**config.mk**
```make
export PLATFORM = sky130hd
export DESIGN_NAME = i2c_target
export DESIGN_NICKNAME = d
export VERILOG_FILES = /design/src/rtl/i2c_target.sv
export SDC_FILE = /design/constraint.sdc
export NUM_CORES = 1
export LEC_CHECK = 0
export BUFFER_PORTS_ARGS = -buffer_cell sky130_fd_sc_hd__buf_2
export CAP_MARGIN = 20
export CORE_MARGIN = 2
export CORE_UTILIZATION = 30
export CTS_CLUSTER_DIAMETER = 120
export CTS_CLUSTER_SIZE = 30
export DETAILED_ROUTE_END_ITERATION = 8
export MAX_ROUTING_LAYER = met4
export PLACE_DENSITY_LB_ADDON = 0.2
export SYNTH_ARGS = -nofsm -noshare
export SYNTH_HDL_FRONTEND = slang
export SYNTH_SLANG_ARGS = --single-unit
```
**constraint.sdc**
```tcl
create_clock -name clock -period 5 [get_ports clock]
set_input_delay 0.25 -clock clock [delete_from_list [all_inputs] [get_ports clock]]
set_output_delay 0.25 -clock clock [all_outputs]
set_load 0.01 [all_outputs]
```
**src/rtl/i2c_target.sv**
```systemverilog
// i2c_target: 7-bit-address I2C target with START/STOP detection and a byte-wide rx/tx interface to user logic.
// Latency: pads pass SYNC_STAGES flops plus one edge flop; sda_oe and the pulses register 1 clock after an edge is detected.
// Backpressure: none (no clock stretching); rx_valid must be taken when pulsed and tx_data must already be valid at the ACK falling edge that fires tx_req.
// Optional macro GENERAL_CALL_EN: also ACK address 7'h00 with rw=0 (general call write); undefined means only TARGET_ADDR is ACKed.
module i2c_target #(
  parameter logic [6:0] TARGET_ADDR = 7'h42,
  parameter int         SYNC_STAGES = 2
) (
  input  logic       clock,
  input  logic       reset,
  input  logic       scl_in,
  input  logic       sda_in,
  output logic       sda_oe,
  output logic       addressed,
  output logic       rw,
  output logic [7:0] rx_data,
  output logic       rx_valid,
  input  logic [7:0] tx_data,
  output logic       tx_req,
  output logic       tx_nack
);

  typedef enum logic [2:0] {
    IDLE,
    ADDR,
    ADDR_ACK,
    RX,
    RX_ACK,
    TX,
    TX_ACK,
    WAIT_STOP
  } state_t;

  // Synchronisers reset to 1 so an idle (pulled-up) bus produces no edge when reset lifts.
  logic [SYNC_STAGES-1:0] scl_sync;
  logic [SYNC_STAGES-1:0] sda_sync;
  logic                   scl_d;
  logic                   sda_d;
  logic                   scl_s;
  logic                   sda_s;

  // Bring the asynchronous pad inputs into the clock domain.
  always_ff @(posedge clock or posedge reset) begin
    if (reset) begin
      scl_sync <= '1;
      sda_sync <= '1;
    end else begin
      scl_sync <= {scl_sync[SYNC_STAGES-2:0], scl_in};
      sda_sync <= {sda_sync[SYNC_STAGES-2:0], sda_in};
    end
  end

  assign scl_s = scl_sync[SYNC_STAGES-1];
  assign sda_s = sda_sync[SYNC_STAGES-1];

  // Previous synchronised values, used for edge detection.
  always_ff @(posedge clock or posedge reset) begin
    if (reset) begin
      scl_d <= 1'b1;
      sda_d <= 1'b1;
    end else begin
      scl_d <= scl_s;
      sda_d <= sda_s;
    end
  end

  logic scl_rise;
  logic scl_fall;
  logic start_det;
  logic stop_det;

  assign scl_rise  = scl_s & ~scl_d;
  assign scl_fall  = ~scl_s & scl_d;
  // SDA may only move while SCL is low during data, so an SDA edge with SCL held high is a bus condition.
  assign start_det = scl_s & scl_d & sda_d & ~sda_s;
  assign stop_det  = scl_s & scl_d & ~sda_d & sda_s;

  state_t     state;
  logic [2:0] bit_cnt;
  logic [7:0] shreg;
  logic       phase;
  logic [7:0] rx_byte;
  logic       addr_hit;

  // The byte as it stands once the bit currently on the bus is shifted in.
  assign rx_byte = {shreg[6:0], sda_s};

`ifdef GENERAL_CALL_EN
  assign addr_hit = (rx_byte[7:1] == TARGET_ADDR) ||
                    ((rx_byte[7:1] == 7'h00) && !rx_byte[0]);
`else
  assign addr_hit = (rx_byte[7:1] == TARGET_ADDR);
`endif

  // Protocol FSM. In ADDR_ACK/RX_ACK sda_oe doubles as the phase flag: the first SCL fall
  // starts driving the ACK, the second (end of the 9th clock) ends it. In TX/TX_ACK the
  // separate phase bit marks "last data bit sampled" and "controller ACKed" respectively.
  always_ff @(posedge clock or posedge reset) begin
    if (reset) begin
      state     <= IDLE;
      bit_cnt   <= 3'd0;
      shreg     <= 8'h00;
      phase     <= 1'b0;
      sda_oe    <= 1'b0;
      addressed <= 1'b0;
      rw        <= 1'b0;
      rx_data   <= 8'h00;
      rx_valid  <= 1'b0;
      tx_req    <= 1'b0;
      tx_nack   <= 1'b0;
    end else begin
      rx_valid <= 1'b0;
      tx_req   <= 1'b0;
      tx_nack  <= 1'b0;
      if (start_det) begin
        state     <= ADDR;
        bit_cnt   <= 3'd0;
        phase     <= 1'b0;
        sda_oe    <= 1'b0;
        addressed <= 1'b0;
      end else if (stop_det) begin
        state     <= IDLE;
        bit_cnt   <= 3'd0;
        phase     <= 1'b0;
        sda_oe    <= 1'b0;
        addressed <= 1'b0;
      end else begin
        case (state)
          IDLE: begin
            bit_cnt <= 3'd0;
          end

          ADDR: begin
            if (scl_rise) begin
              shreg   <= rx_byte;
              bit_cnt <= bit_cnt + 3'd1;
              if (bit_cnt == 3'd7) begin
                if (addr_hit) begin
                  state <= ADDR_ACK;
                  rw    <= sda_s;
                end else begin
                  state <= WAIT_STOP;
                end
              end
            end
          end

          ADDR_ACK: begin
            if (scl_fall) begin
              if (!sda_oe) begin
                sda_oe    <= 1'b1;
                addressed <= 1'b1;
              end else if (rw) begin
                state  <= TX;
                tx_req <= 1'b1;
                shreg  <= {tx_data[6:0], 1'b0};
                sda_oe <= ~tx_data[7];
              end else begin
                state  <= RX;
                sda_oe <= 1'b0;
              end
            end
          end

          RX: begin
            if (scl_rise) begin
              shreg   <= rx_byte;
              bit_cnt <= bit_cnt + 3'd1;
              if (bit_cnt == 3'd7) begin
                rx_data  <= rx_byte;
                rx_valid <= 1'b1;
                state    <= RX_ACK;
              end
            end
          end

          RX_ACK: begin
            if (scl_fall) begin
              if (!sda_oe) begin
                sda_oe <= 1'b1;
              end else begin
                sda_oe <= 1'b0;
                state  <= RX;
              end
            end
          end

          TX: begin
            if (scl_rise) begin
              bit_cnt <= bit_cnt + 3'd1;
              if (bit_cnt == 3'd7) begin
                phase <= 1'b1;
              end
            end else if (scl_fall) begin
              if (phase) begin
                phase  <= 1'b0;
                sda_oe <= 1'b0;
                state  <= TX_ACK;
              end else begin
                sda_oe <= ~shreg[7];
                shreg  <= {shreg[6:0], 1'b0};
              end
            end
          end

          TX_ACK: begin
            if (scl_rise) begin
              if (!sda_s) begin
                phase <= 1'b1;
              end else begin
                tx_nack <= 1'b1;
                state   <= WAIT_STOP;
              end
            end else if (scl_fall && phase) begin
              phase  <= 1'b0;
              state  <= TX;
              tx_req <= 1'b1;
              shreg  <= {tx_data[6:0], 1'b0};
              sda_oe <= ~tx_data[7];
            end
          end

          WAIT_STOP: begin
            bit_cnt <= 3'd0;
          end

          default: begin
            state  <= IDLE;
            sda_oe <= 1'b0;
          end
        endcase
      end
    end
  end

endmodule

```
==> flow_results.xml <==
<?xml version="1.0" encoding="UTF-8"?>
<metrics>
  <group name="floorplanning">
    <metric name="design.portCount" unit="">26</metric>
    <metric name="core_area" unit="sq um">6314</metric>
    <metric name="fp.dieArea" unit="sq um">7189</metric>
    <metric name="dieHeight" unit="um">84.79</metric>
    <metric name="starting_density" unit="%">31.01</metric>
    <metric name="floorplan.rows" unit="">29</metric>
    <metric name="die-width" unit="um">84.79</metric>
  </group>
  <group name="synth">
    <metric name="ys.warnings.count" unit="">0</metric>
    <metric name="cell_with_the_most_instances_after_synthesis" unit="">dfrtp_1</metric>
    <metric name="synth_flop_cell" unit="">dfrtp_1</metric>
    <metric name="syn-cell-area" unit="sq um">1958</metric>
    <metric name="netlist-cell-type-count" unit="">53</metric>
    <metric name="synth_top_area_cell" unit="">dfrtp_1</metric>
    <metric name="synth-seq-area-share" unit="%">45.11</metric>
    <metric name="synth.avg_cell_area" unit="sq um">9.940</metric>
    <metric name="postSynth.asyncResetShare" unit="%">100.0</metric>
    <metric name="synth-seq-cells" unit="">35</metric>
    <metric name="synth_cells" unit="">197</metric>
    <metric name="synth.top_cells.by_area" unit="">dfrtp_1, dfstp_2, mux2i_1</metric>
    <metric name="synth.top_cell.area_share" unit="%">37.06</metric>
    <metric name="synth.top_cells.by_count" unit="">dfrtp_1, nand2_1, nor2_1</metric>
    <metric name="synth_nets" unit="">214</metric>
    <metric name="synth_edf_count" unit="">0</metric>
  </group>
  <group name="timing">
    <metric name="tightestPinTransition" unit="ps">740.5</metric>
    <metric name="worst_slack" unit="ps">2408</metric>
    <metric name="fmaxAchievable" unit="GHz">0.3858</metric>
    <metric name="finalMaxSlewViolations" unit="">0</metric>
    <metric name="final_hold_violation_count" unit="">0</metric>
    <metric name="timing.final.setup_violations" unit="">0</metric>
    <metric name="worst_clock_skew" unit="ps">5.881</metric>
    <metric name="max_slew_margin_vs_limit" unit="%">50.63</metric>
    <metric name="layout_worst_path_cycle_share" unit="%">51.84</metric>
    <metric name="fin_setup_tns" unit="ps">0</metric>
    <metric name="setup_repair_after_global_routing_missed_its_margin" unit="">false</metric>
    <metric name="post-route-min-period" unit="ps">2592</metric>
    <metric name="hold_slack" unit="ps">52.55</metric>
  </group>
  <group name="worst_hold_path">
    <metric name="min_path_type" unit="">in -&gt; reg</metric>
  </group>
  <group name="clock_network">
    <metric name="ctsHoldBuffers" unit="">0</metric>
    <metric name="skew_pair_late_insertion_delay" unit="ps">290</metric>
    <metric name="cts_made_buffers" unit="">5</metric>
    <metric name="clock_tree_from_tritoncts" unit="">yes</metric>
    <metric name="cts.sink_count" unit="">35</metric>
    <metric name="htree_levels" unit="">2</metric>
    <metric name="root_buffer" unit="">clkbuf_8</metric>
    <metric name="ctsLongestPathBuffers" unit="">2</metric>
    <metric name="cts.reportedPaths.clkPinSlew" unit="ps">80</metric>
    <metric name="cts_resized" unit="">0</metric>
    <metric name="cts.repair_timing.setup_buffer_count" unit="">0</metric>
  </group>
  <group name="place">
    <metric name="place_ws" unit="ps">2406</metric>
    <metric name="placed_cell_count" unit="">287</metric>
    <metric name="gp_congestion" unit="">0.7713</metric>
    <metric name="detailed_place.area" unit="sq um">2106</metric>
    <metric name="post-dp-hpwl" unit="mm">3.054</metric>
    <metric name="portBuffers" unit="">25</metric>
  </group>
  <group name="power">
    <metric name="powerDensity" unit="nW/um^2">476.4</metric>
    <metric name="irDropWorstVdd" unit="V">0.0001753</metric>
    <metric name="total_power" unit="mW">1.056</metric>
    <metric name="total_leakage_power" unit="nW">1.046</metric>
  </group>
  <group name="final_layout">
    <metric name="antenna_cells" unit="">0</metric>
    <metric name="area.sequential" unit="sq um">883.3</metric>
    <metric name="final_core_utilization" unit="%">35.10</metric>
    <metric name="drive_above_1_share" unit="%">23.85</metric>
    <metric name="stdcell_area" unit="sq um">2216</metric>
    <metric name="multiInputGateArea" unit="sq um">959.7</metric>
    <metric name="area_delta_synth_final" unit="%">13.16</metric>
    <metric name="final.fill_count" unit="">662</metric>
    <metric name="layout.cells.non_filler" unit="">295</metric>
    <metric name="final_nets" unit="">234</metric>
  </group>
  <group name="run">
    <metric name="max_cap_violations" unit="">0</metric>
  </group>
  <group name="worst_setup_path">
    <metric name="path_class" unit="">reg -&gt; reg</metric>
    <metric name="path_max_fanout" unit="">15</metric>
    <metric name="worst-endpoint-arrival" unit="ps">2770</metric>
    <metric name="worst_setup_path_start_kind" unit="">flip-flop</metric>
    <metric name="cp-end-kind" unit="">flip-flop</metric>
    <metric name="cp_data_required_time" unit="ps">5180</metric>
  </group>
  <group name="detailed_routing">
    <metric name="initialDrtViolationCount" unit="">205</metric>
    <metric name="wl_per_cell" unit="um">15.54</metric>
    <metric name="detailroute.via_count" unit="">1545</metric>
    <metric name="drt_pass1_iterations" unit="">4</metric>
    <metric name="wirelength" unit="mm">4.585</metric>
    <metric name="detail_route.drc_violations" unit="">0</metric>
    <metric name="route.antenna.remaining_nets" unit="">0</metric>
    <metric name="vias_per_instance" unit="">5.237</metric>
  </group>
  <group name="grt">
    <metric name="grt_first_pass_wirelength" unit="mm">7.845</metric>
    <metric name="antenna_found_initial" unit="">0</metric>
    <metric name="grt_max_degree" unit="">36</metric>
    <metric name="grt_usage" unit="%">13.96</metric>
    <metric name="grt_remaining_overflow" unit="">0</metric>
    <metric name="grt_pass1_vias" unit="">1554</metric>
  </group>
  <group name="outcome">
    <metric name="run_status" unit="">finished, final reports clean</metric>
  </group>
</metrics>
[cell usage in the layout (no fill, tap or decap), types with 2 or more instances in the layout]
cell type   n
dfrtp_1    29
o2bb2ai_1   2
nor3b_1     2
a221oi_1    2
nor3_1      2
dfstp_2     6
nand3_1     4
o21ai_0    13
o211ai_2    2
nor2b_1     4
a22oi_1     2
a21oi_1     6
clkbuf_8    5
o21ai_1     7
nand2_1    20
and2_1      2
or2_2       2
nor4_1      5
mux2_1      7
inv_1       8
ha_1        5
a31oi_1     2
nor2_1     14
buf_2      25
mux2i_1     9
a2111oi_0   2
xor2_1      2
[area by class of cell]
class                           instances  share of cell area [%]
Multi-Input combinational cell        140                   43.31
Sequential cell                        35                   39.86
Timing Repair Buffer                   26                   5.985
Tap cell                               77                   4.348
Clock buffer                            6                   3.275
Clock inverter                          2                   1.694
Inverter                                9                   1.525
[worst max-delay path: stages (launching register included)]
cell and delay, ps:
dfstp_2 560, ha_1 520, nand3_1 190, nor3b_1 410
and2_1 420, mux2_1 370
[registers in the layout, indices dropped and copies added (netlist names), 2 cells and up]
name / flops
bit_cnt: 3
rx_data: 8
scl_sync: 2
sda_sync: 2
shreg: 8
state: 3
[report_power, final]
| part | total, mW | leakage (nW) | switching, mW | internal, mW |
|---|---|---|---|---|
| Clock | 0.258 | 0.0514 | 0.109 | 0.149 |
| Sequential | 0.455 | 0.447 | 0.110 | 0.345 |
| Combinational | 0.343 | 0.547 | 0.188 | 0.154 |
| Total | 1.06 | 1.05 | 0.407 | 0.649 |
[layer usage]
metal | share of wire (%) | vias to the layer above | track usage, %
met1 | 50 | 741 | 19.35
met5 | 0 | - | -
li1 | - | 748 | -
met3 | 3.9 | 10 | 2.852
met4 | 2.0 | 0 | 5.772
met2 | 44 | 46 | 19.83
[cells by family (layout without fill, tap and decap cells)]
family,count (synthesis),count (layout),share of synthesized area (%)
and+or+nand+nor,64,64,17.64
AOI/OAI and AO/OA,52,52,18.08
xor gates and xnor gates,2,2,0.8947
adders and majority gates,5,5,3.195
muxes,17,17,9.202
DFF,35,35,45.11
buffers and inverters,22,43,5.879
[final timing paths]
| path | start | end | slack (ps) | cells after the start |
|---|---|---|---|---|
| max | scl_sync[1]$_DFF_PP1_ | rx_data[5]$_DFFE_PP0P_ | 2410 | 5 |
| min | scl_in | scl_sync[0]$_DFF_PP1_ | 50 | 1 |
| max reg2reg | scl_sync[1]$_DFF_PP1_ | rx_data[5]$_DFFE_PP0P_ | 2410 | 5 |
| min reg2reg | sda_sync[0]$_DFF_PP1_ | sda_sync[1]$_DFF_PP1_ | 360 | 0 |
| max in group asynchronous | reset | scl_d$_DFF_PP1_ | 4600 | 3 |
| min in group asynchronous | reset | rx_data[0]$_DFFE_PP0P_ | 60 | 3 |
No activity file was read; power rests on OpenSTA's default activity.
